[src/rtl/wb_master_engine.sv]
// Wishbone classic-cycle initiator.
// Takes one read/write request at a time on a valid/ready command port.
// Runs a single non-pipelined Wishbone cycle for it.
// Returns data and status on a valid/ready response port.
// Every output is a register; an asynchronous reset drops CYC/STB immediately.
module wb_master_engine #(
    parameter int WB_ADDR_WIDTH  = 32,
    parameter int WB_DATA_WIDTH  = 32,
    parameter int TIMEOUT_CYCLES = 16
) (
    input  logic                       clk,
    input  logic                       rstn,
    input  logic                       req_valid,
    output logic                       req_ready,
    input  logic                       req_we,
    input  logic [WB_ADDR_WIDTH-1:0]   req_addr,
    input  logic [WB_DATA_WIDTH-1:0]   req_data,
    input  logic [WB_DATA_WIDTH/8-1:0] req_sel,
    output logic                       rsp_valid,
    input  logic                       rsp_ready,
    output logic [WB_DATA_WIDTH-1:0]   rsp_data,
    output logic                       rsp_err,
    output logic                       rsp_timeout,
    output logic                       wb_cyc,
    output logic                       wb_stb,
    output logic                       wb_we,
    output logic [WB_ADDR_WIDTH-1:0]   wb_adr,
    output logic [WB_DATA_WIDTH-1:0]   wb_dat_w,
    output logic [WB_DATA_WIDTH/8-1:0] wb_sel,
    input  logic [WB_DATA_WIDTH-1:0]   wb_dat_r,
    input  logic                       wb_ack,
    input  logic                       wb_err
);
    localparam int SW = WB_DATA_WIDTH / 8;
    // Keep the counter at least one bit wide even when the timeout is disabled.
    localparam int CW = (TIMEOUT_CYCLES > 0) ? $clog2(TIMEOUT_CYCLES + 1) : 1;
    localparam bit TO_EN = (TIMEOUT_CYCLES > 0);
    localparam logic [CW-1:0] TO_LAST = CW'((TIMEOUT_CYCLES > 0) ? TIMEOUT_CYCLES - 1 : 0);

    typedef enum logic [1:0] {IDLE, BUS, RSP} state_t;

    state_t                 state, state_n;
    logic [CW-1:0]          cnt, cnt_n;
    logic                   req_ready_n, rsp_valid_n, rsp_err_n, rsp_timeout_n;
    logic [WB_DATA_WIDTH-1:0] rsp_data_n, wb_dat_w_n;
    logic                   wb_cyc_n, wb_stb_n, wb_we_n;
    logic [WB_ADDR_WIDTH-1:0] wb_adr_n;
    logic [SW-1:0]          wb_sel_n;

    // Next-state and next-output computation; every register holds by default.
    always_comb begin
        state_n       = state;
        cnt_n         = cnt;
        req_ready_n   = req_ready;
        rsp_valid_n   = rsp_valid;
        rsp_data_n    = rsp_data;
        rsp_err_n     = rsp_err;
        rsp_timeout_n = rsp_timeout;
        wb_cyc_n      = wb_cyc;
        wb_stb_n      = wb_stb;
        wb_we_n       = wb_we;
        wb_adr_n      = wb_adr;
        wb_dat_w_n    = wb_dat_w;
        wb_sel_n      = wb_sel;
        unique case (state)
            IDLE: begin
                req_ready_n = 1'b1;
                if (req_valid && req_ready) begin
                    state_n     = BUS;
                    req_ready_n = 1'b0;
                    cnt_n       = '0;
                    wb_cyc_n    = 1'b1;
                    wb_stb_n    = 1'b1;
                    wb_we_n     = req_we;
                    wb_adr_n    = req_addr;
                    wb_dat_w_n  = req_data;
                    wb_sel_n    = req_sel;
                end
            end
            BUS: begin
                // ERR outranks ACK; either outranks the timeout on the same edge.
                if (wb_err || wb_ack || (TO_EN && cnt == TO_LAST)) begin
                    state_n       = RSP;
                    rsp_valid_n   = 1'b1;
                    rsp_err_n     = wb_err || !wb_ack;
                    rsp_timeout_n = !wb_err && !wb_ack;
                    rsp_data_n    = (!wb_err && wb_ack && !wb_we) ? wb_dat_r : '0;
                    wb_cyc_n      = 1'b0;
                    wb_stb_n      = 1'b0;
                    wb_we_n       = 1'b0;
                    wb_adr_n      = '0;
                    wb_dat_w_n    = '0;
                    wb_sel_n      = '0;
                end else begin
                    cnt_n = cnt + 1'b1;
                end
            end
            RSP: begin
                if (rsp_valid && rsp_ready) begin
                    state_n       = IDLE;
                    req_ready_n   = 1'b1;
                    rsp_valid_n   = 1'b0;
                    rsp_data_n    = '0;
                    rsp_err_n     = 1'b0;
                    rsp_timeout_n = 1'b0;
                end
            end
            default: state_n = IDLE;
        endcase
    end

    // State, counter and output registers; reset clears everything at once.
    always_ff @(posedge clk or negedge rstn) begin
        if (!rstn) begin
            state       <= IDLE;
            cnt         <= '0;
            req_ready   <= 1'b0;
            rsp_valid   <= 1'b0;
            rsp_data    <= '0;
            rsp_err     <= 1'b0;
            rsp_timeout <= 1'b0;
            wb_cyc      <= 1'b0;
            wb_stb      <= 1'b0;
            wb_we       <= 1'b0;
            wb_adr      <= '0;
            wb_dat_w    <= '0;
            wb_sel      <= '0;
        end else begin
            state       <= state_n;
            cnt         <= cnt_n;
            req_ready   <= req_ready_n;
            rsp_valid   <= rsp_valid_n;
            rsp_data    <= rsp_data_n;
            rsp_err     <= rsp_err_n;
            rsp_timeout <= rsp_timeout_n;
            wb_cyc      <= wb_cyc_n;
            wb_stb      <= wb_stb_n;
            wb_we       <= wb_we_n;
            wb_adr      <= wb_adr_n;
            wb_dat_w    <= wb_dat_w_n;
            wb_sel      <= wb_sel_n;
        end
    end
endmodule

[config.mk]
export PLATFORM = sky130hd
export DESIGN_NAME = wb_master_engine
export DESIGN_NICKNAME = d
export VERILOG_FILES = /design/src/rtl/wb_master_engine.sv
export SDC_FILE = /design/constraint.sdc
export NUM_CORES = 1
export LEC_CHECK = 0
export ABC_AREA = 1
export CORE_UTILIZATION = 45
export CTS_CLUSTER_SIZE = 8
export DETAILED_ROUTE_END_ITERATION = 8
export PLACE_DENSITY = 0.86
export SLEW_MARGIN = 40
export SYNTH_ARGS = -nofsm -noshare
export SYNTH_HDL_FRONTEND = slang
export SYNTH_SLANG_ARGS = --single-unit
[constraint.sdc]
create_clock -name clk -period 3.25 [get_ports clk]
set_input_delay 0.4875 -clock clk [delete_from_list [all_inputs] [get_ports clk]]
set_output_delay 0.4875 -clock clk [all_outputs]
set_load 0.05 [all_outputs]
==> results by group, run 1 <==
Clock network
  • Clock tree buffer depth: 2
  • CTS resizes: 0
  • Worst-path clk slew: 0.06 ns
  • Root buffer cell: clkbuf_8
  • Setup Buffers After CTS: 0
  • Clock Latency Late Sink: ~0.5 ns
  • CTS hold repair buffers: 0
  • Cts bufs inserted: 17
  • H-Tree Depth: 4
  • Num Clock Sinks: between 100 and 150
  • CTS tree: done

Min path
  • Hold Crit Class: in -> async

Power
  • Power share of the sequential group: roughly 28%
  • Comb pwr share: ~50%
  • Pwr/cell area: around 1100 mW/mm^2
  • Switch Pwr: around 3.7 mW
  • Clock power share: 21.5%
  • Sw Share: between 40% and 50%
  • P_leak: 3.59 nW
  • Internal power: 4.32 mW
  • Max VDD drop: between 700 and 800 uV

Die
  • Placeable Area: between 0.009 and 0.01 mm^2
  • Num rows: 36
  • Die Span X: roughly 100 um
  • I/O pin cnt: roughly 210
  • Chip height: 104 um
  • Area of the die: 0.0109 mm^2
  • Initial Utilization: a little under half

Yosys
  • Synth Register Bits: roughly 110
  • Largest family of logic cells by synthesized area: simple AND/OR/NAND/NOR gates
  • Asr flop ratio synth: 100%
  • Post-synth top cells: dfrtp_1, nand3_1, nand2_1, inv_1, o21ai_0
  • Synth Area in Compound Gates: under 10%
  • Post-Synth XOR/XNOR Area: 0%
  • Avg Cell Area, Syn: 9.23 um^2
  • Ys flop type: dfrtp_1
  • Syn Nets: between 600 and 700
  • Area fraction of the dominant cell type after synthesis: 60.0%
  • Top post-synthesis cells by area: dfrtp_1, nand3_1, o21ai_0, nand2_1, inv_1
  • Synth area leader: dfrtp_1
  • Sequential fraction of the synthesis area: between 50 and 60%
  • Multiplexer area fraction after synthesis: 0%
  • Simple-gate share of the synthesized area: about a fifth
  • Synthesis Warnings: 0
  • Post-synthesis instance total: ~510
  • Yosys cell types: 19
  • Number of synthesized flops with an enable pin: 0
  • Post-synthesis cell area: 0.00471 mm^2
  • Post-Synth Adder-Cell Area: less than 1%
  • Count leader, synth: dfrtp_1

STA
  • Min cycle time layout: between 2 and 2.5 ns
  • Unrepaired setup endpoints after global routing: no
  • Final worst slack: 0.981 ns
  • F_max: 441 MHz
  • Relative slew slack: 52.4%
  • Setup total negative slack: 0 ns
  • Hold slack: slightly below 0.006 ns
  • Crit share post-route: a little over two thirds
  • Worst slew pin tran: 0.714 ns
  • Setup violators final: 0
  • Final hold vios: 0
  • Slew Limit Fails: 0
  • Worst clock skew: 0.00849 ns

Global route
  • Global route total overflow: 0
  • Initial antenna violation count: 0
  • Largest net degree at the start of global routing: about 80
  • GRT Overall Usage: between 20% and 30%
  • Vias in the first global route: approximately 4400
  • First-pass GRT wire length: approximately 22 mm

Route
  • DR DRC count: 0
  • Wirelength per Cell: around 15 um
  • Vias: 4354
  • Iter 0 DRT Violations: slightly above 300
  • Post-DRT Antenna Nets: 0
  • Iteration count of the initial detailed-routing pass: 4
  • Via-per-instance ratio: slightly above 5
  • Total wire length: 13.2 mm

Worst setup path
  • RR Startpoint: cnt[0]
  • Critical Path RT: 2.76 ns
  • Cell family with most CP delay: buffers and inverters
  • Crit path arrival time: roughly 1.8 ns
  • Critical path's slowest cell: clkdlybuf4s50_1
  • CP bufs+invs: 1
  • Reg2reg path depth: 10
  • Reg-to-Reg End: wb_adr[4]
  • Worst reg2reg setup slack: roughly 1 ns
  • CP max stage delay: ~0.85 ns
  • Worst Setup End Kind: primary output
  • Critical path fanouts, max: 4
  • CP Class: reg -> out
  • Crit. path cell count: 1
  • Type of origin of the critical path: flop
  • CP Cell Sequence: clkdlybuf4s50_1

Place
  • GPL Wtd Cong: between 0.8 and 0.9
  • I/O Buffers: 213
  • Placed wire-length estimate: 9.20 mm
  • Pre-CTS setup slack: about 0.85 ns
  • DP Area: between 0.006 and 0.007 mm^2

Outcome
  • Status: completed

Run
  • Max-cap violations: 0

Finish
  • Final #Nets: approximately 820
  • N_diodes: 0
  • Final Cell Area: 0.00740 mm^2
  • Area Overhead vs Synth: 56.9%
  • Share of layout cells above drive strength 1: 5.64%
## layout by cell type, fill, tap and decap left out, types with 2 or more instances in the layout
master           count
dfrtp_1            113
clkbuf_1             3
buf_4                3
nor2_4               2
o21ai_1              6
nand3_1            111
clkinvlp_4           2
bufinv_16            2
ha_1                 2
clkdlybuf4s50_1    212
clkbuf_16           16
nand2_1             87
o21ai_0             66
nor2_1               9
inv_1               75
buf_12               2
clkbuf_8             2
clkinv_2             6
## final cells by class
type | instances | area, um^2
multi-input cells | 289 | 1380
flip-flops and latches | 113 | 2830
well taps | 133 | 166
inverters | 76 | 285
clock inverters | 11 | 114
fillers | 720 | 2560
clock buffers | 21 | 439
repair buffers | 217 | 2180
## power by group through the flow
stage / combinational [mW] / clock (mW) / sequential, mW
3_5_place_dp: 4.03 / 0 / 2.29
2_1_floorplan: 0.934 / 0 / 3.99
6_report: 4.01 / 1.72 / 2.29
3_3_place_gp: 3.93 / 0 / 2.27
4_1_cts: 4.04 / 1.74 / 2.29
5_1_grt: 4.23 / 1.81 / 2.35
## registers in the layout, summed over array words and instances (netlist names)
register,flops
cnt,5
req_ready,1
rsp_data,32
rsp_err,1
rsp_timeout,1
rsp_valid,1
state,2
wb_adr,32
wb_dat_w,32
wb_sel,4
wb_stb,1
wb_we,1
## stage by stage
| stage | utilization [%] | instances | total power [mW] |
|---|---|---|---|
| 2_1_floorplan | - | 511 | 4.92 |
| 3_3_place_gp | 68.8 | 828 | 6.20 |
| 3_5_place_dp | 68.8 | 828 | 6.32 |
| 4_1_cts | 74.3 | 860 | 8.07 |
| 5_1_grt | 74.3 | 860 | 8.39 |
| 6_report | 74.3 | 860 | 8.03 |
## kinds of logic after synthesis
kind of cell,after synthesis
fa+ha+maj,2
flops,113
simple gates,214
buf+inv,109
compound gates,73
## worst max path at each step
stage	start	to	slack [ns]
finish	req_ready	req_ready	0.98
detailed placement	req_valid	wb_adr[25]	0.85
global placement	req_valid	wb_sel[1]	0.97
CTS	req_ready	req_ready	0.97
floorplan	cnt[0]	rsp_data[10]	1.62
global route	cnt[0]	rsp_data[1]	0.73
## per-layer routing
metal	vias to the layer above	GRT usage, %	wire, um
met2	202	45.0	6840
met3	28	5.58	836
met1	2076	29.9	5190
met5	-	0	0
met4	0	10.8	346
li1	2048	-	-
(Power assumes the default switching activity.)
==> inputs of run 2 (changes only) <==
--- a/config.mk
+++ b/config.mk
@@ -6,10 +6,10 @@
 export NUM_CORES = 1
 export LEC_CHECK = 0
 export ABC_AREA = 1
-export CORE_UTILIZATION = 45
+export CORE_UTILIZATION = 38
 export CTS_CLUSTER_SIZE = 8
 export DETAILED_ROUTE_END_ITERATION = 8
-export PLACE_DENSITY = 0.86
+export PLACE_DENSITY = 0.77
 export SLEW_MARGIN = 40
 export SYNTH_ARGS = -nofsm -noshare
 export SYNTH_HDL_FRONTEND = slang
==> constraint.sdc (replaced) <==
create_clock -name clk -period 2 [get_ports clk]
set_input_delay 0.3 -clock clk [delete_from_list [all_inputs] [get_ports clk]]
set_output_delay 0.3 -clock clk [all_outputs]
set_load 0.05 [all_outputs]
==> results by group, run 2 (synthesis results as in run 1) <==
STA
  • Min cycle time layout: roughly 1.9 ns
  • F_max: around 500 MHz
  • Slew Limit Fails: 0
  • Setup total negative slack: 0 ns
  • Setup violators final: 0
  • Unrepaired setup endpoints after global routing: yes
  • Relative slew slack: between 50% and 60%
  • Crit share post-route: 97.2%
  • Final hold vios: 21
  • Hold slack: -0.0565 ns
  • Worst slew pin tran: 0.623 ns
  • Worst clock skew: roughly 0.0067 ns

Finish
  • Area Overhead vs Synth: 62.0%
  • Final #Nets: 828
  • Share of layout cells above drive strength 1: 6.28%
  • Commonest non-fill, non-tap cell in the layout: clkdlybuf4s50_1
  • Most frequent cells in the layout: clkdlybuf4s50_1, dfrtp_1, nand3_1
  • N_diodes: 0
  • Largest registers: rsp_data: 32 flops, wb_adr: 32 flops, wb_dat_w: 32 flops

Route
  • Iter 0 DRT Violations: roughly 280
  • Total wire length: about 13 mm
  • DR DRC count: 0
  • Wirelength per Cell: approximately 15 um
  • Iteration count of the initial detailed-routing pass: 4
  • Vias: between 4000 and 5000
  • Post-DRT Antenna Nets: 0
  • Via-per-instance ratio: about 4.8

Die
  • Area of the die: roughly 0.013 mm^2
  • I/O pin cnt: around 210
  • Num rows: 40
  • Initial Utilization: 39.1%
  • Placeable Area: 0.0121 mm^2
  • Die Span X: about 110 um
  • Chip height: ~110 um

Power
  • Power share of the sequential group: 27.0%
  • P_leak: approximately 3.7 nW
  • Switch Pwr: between 6 and 7 mW
  • Clock power share: between 20% and 30%
  • Internal power: 7.56 mW
  • Pwr/cell area: 1780 mW/mm^2
  • Sw Share: between 40% and 50%
  • Max VDD drop: a little under 900 uV
  • Comb pwr share: between 40% and 50%

Outcome
  • Failing checks: hold timing
  • Status: complete, but fails checks

Global route
  • Largest net degree at the start of global routing: 114
  • First-pass GRT wire length: ~21 mm
  • GRT Overall Usage: between 20% and 30%
  • Global route total overflow: 0
  • Initial antenna violation count: 0
  • Vias in the first global route: approximately 4300

Clock network
  • H-Tree Depth: 4
  • Worst-path clk slew: 0.05 ns
  • Clock tree buffer depth: 2
  • Cts bufs inserted: 17
  • Clock Latency Late Sink: between 0.4 and 0.5 ns
  • CTS hold repair buffers: 0
  • Num Clock Sinks: 113
  • CTS tree: done
  • Root buffer cell: clkbuf_16

Worst setup path
  • Cell family with most CP delay: buffers and inverters
  • Critical path's slowest cell: clkdlybuf4s50_1
  • Critical Path RT: ~1.7 ns
  • Crit path arrival time: 1.64 ns
  • Type of origin of the critical path: flop
  • Critical path fanouts, max: 4
  • Worst Setup End Kind: primary output
  • CP Class: reg -> out
  • CP max stage delay: approximately 0.84 ns
  • CP Cell Sequence: clkdlybuf4s50_1
  • CP bufs+invs: 1

Place
  • GPL Wtd Cong: about 0.76
  • Placed wire-length estimate: 8.41 mm
  • I/O Buffers: 213

Min path
  • Hold Crit Class: in -> async

Run
  • Max-cap violations: 0
[run 2: cell count changes in the layout (fill, tap and decap cells not counted), sizes merged]
cell / change
nor2: +1
dlygate4sd2: +1
clkbuf: +1
buf: +3
bufinv: +3
clkinv: -3
clkdlybuf4s50: -1
[run 2: metal layers]
metal,vias up,global-route usage [%],wire length [um]
li1,2059,-,-
met2,173,35.3,6460
met3,28,6.54,946
met1,2060,24.1,5450
met5,-,0,0
met4,0,9.82,278
[run 2: area by class of cell]
| class | count | area (um^2) |
|---|---|---|
| clock buffers | 21 | 450 |
| clock inverters | 11 | 185 |
| fillers | 968 | 4420 |
| inverters | 76 | 285 |
| multi-input cells | 290 | 1390 |
| flip-flops and latches | 113 | 2830 |
| well taps | 168 | 210 |
| repair buffers | 221 | 2290 |
[run 2: per-stage QoR]
| step | std cells | setup WS (ns) | area [um^2] | total power [mW] | util (%) |
|---|---|---|---|---|---|
| 6_report | 900 | 0.0564 | 7640 | 13.6 | 63.3 |
| 5_1_grt | 900 | -0.0121 | 7640 | 14.2 | 63.3 |
| 4_1_cts | 898 | 0.00963 | 7580 | 13.6 | 62.9 |
| 3_5_place_dp | 865 | 0.00820 | 6940 | 10.3 | 57.6 |
| 3_3_place_gp | 865 | 0.122 | 6940 | 10.2 | 57.6 |
| 2_1_floorplan | 511 | 0.369 | 4710 | 8.00 | - |
[run 2: worst reg2reg max path: stages, from the launching register on]
cell	delay [ns]
dfrtp_1	0.40
ha_1	0.22
nand2_1	0.08
nor2_1	0.04
ha_1	0.18
inv_1	0.08
nand2_1	0.11
nand2_4	0.17
clkbuf_16	0.29
nand3_1	0.10
o21ai_0	0.09
[run 2: power groups by stage]
stage	Combinational (mW)	Clock [mW]	Sequential, mW
after CTS	6.64	3.31	3.68
after detailed placement	6.61	0	3.69
after global routing	7.03	3.41	3.79
after floorplan	1.52	0	6.48
final	6.67	3.25	3.67
after global placement	6.50	0	3.65
[run 2: worst paths after layout]
| path | startpoint | end | slack, ns | depth (start not counted) |
|---|---|---|---|---|
| max in group asynchronous | rstn | wb_dat_w[15] | 1.56 | 2 |
| min in group clk | wb_dat_r[11] | rsp_data[11] | 0.43 | 3 |
| min reg2reg | wb_stb | wb_stb | 0.50 | 2 |
| max | rsp_valid | rsp_valid | 0.06 | 1 |
| min | rstn | wb_stb | -0.06 | 2 |
| max reg2reg | cnt[0] | wb_sel[2] | 0.14 | 10 |
[run 2: timing repair]
action                     4_1_cts  5_1_grt
resized for setup                1        4
hold endpoints to repair         0        0
gates cloned                     1        1
buffers inserted                 0        1
setup endpoints to repair        3       95
pin swaps                        1        2
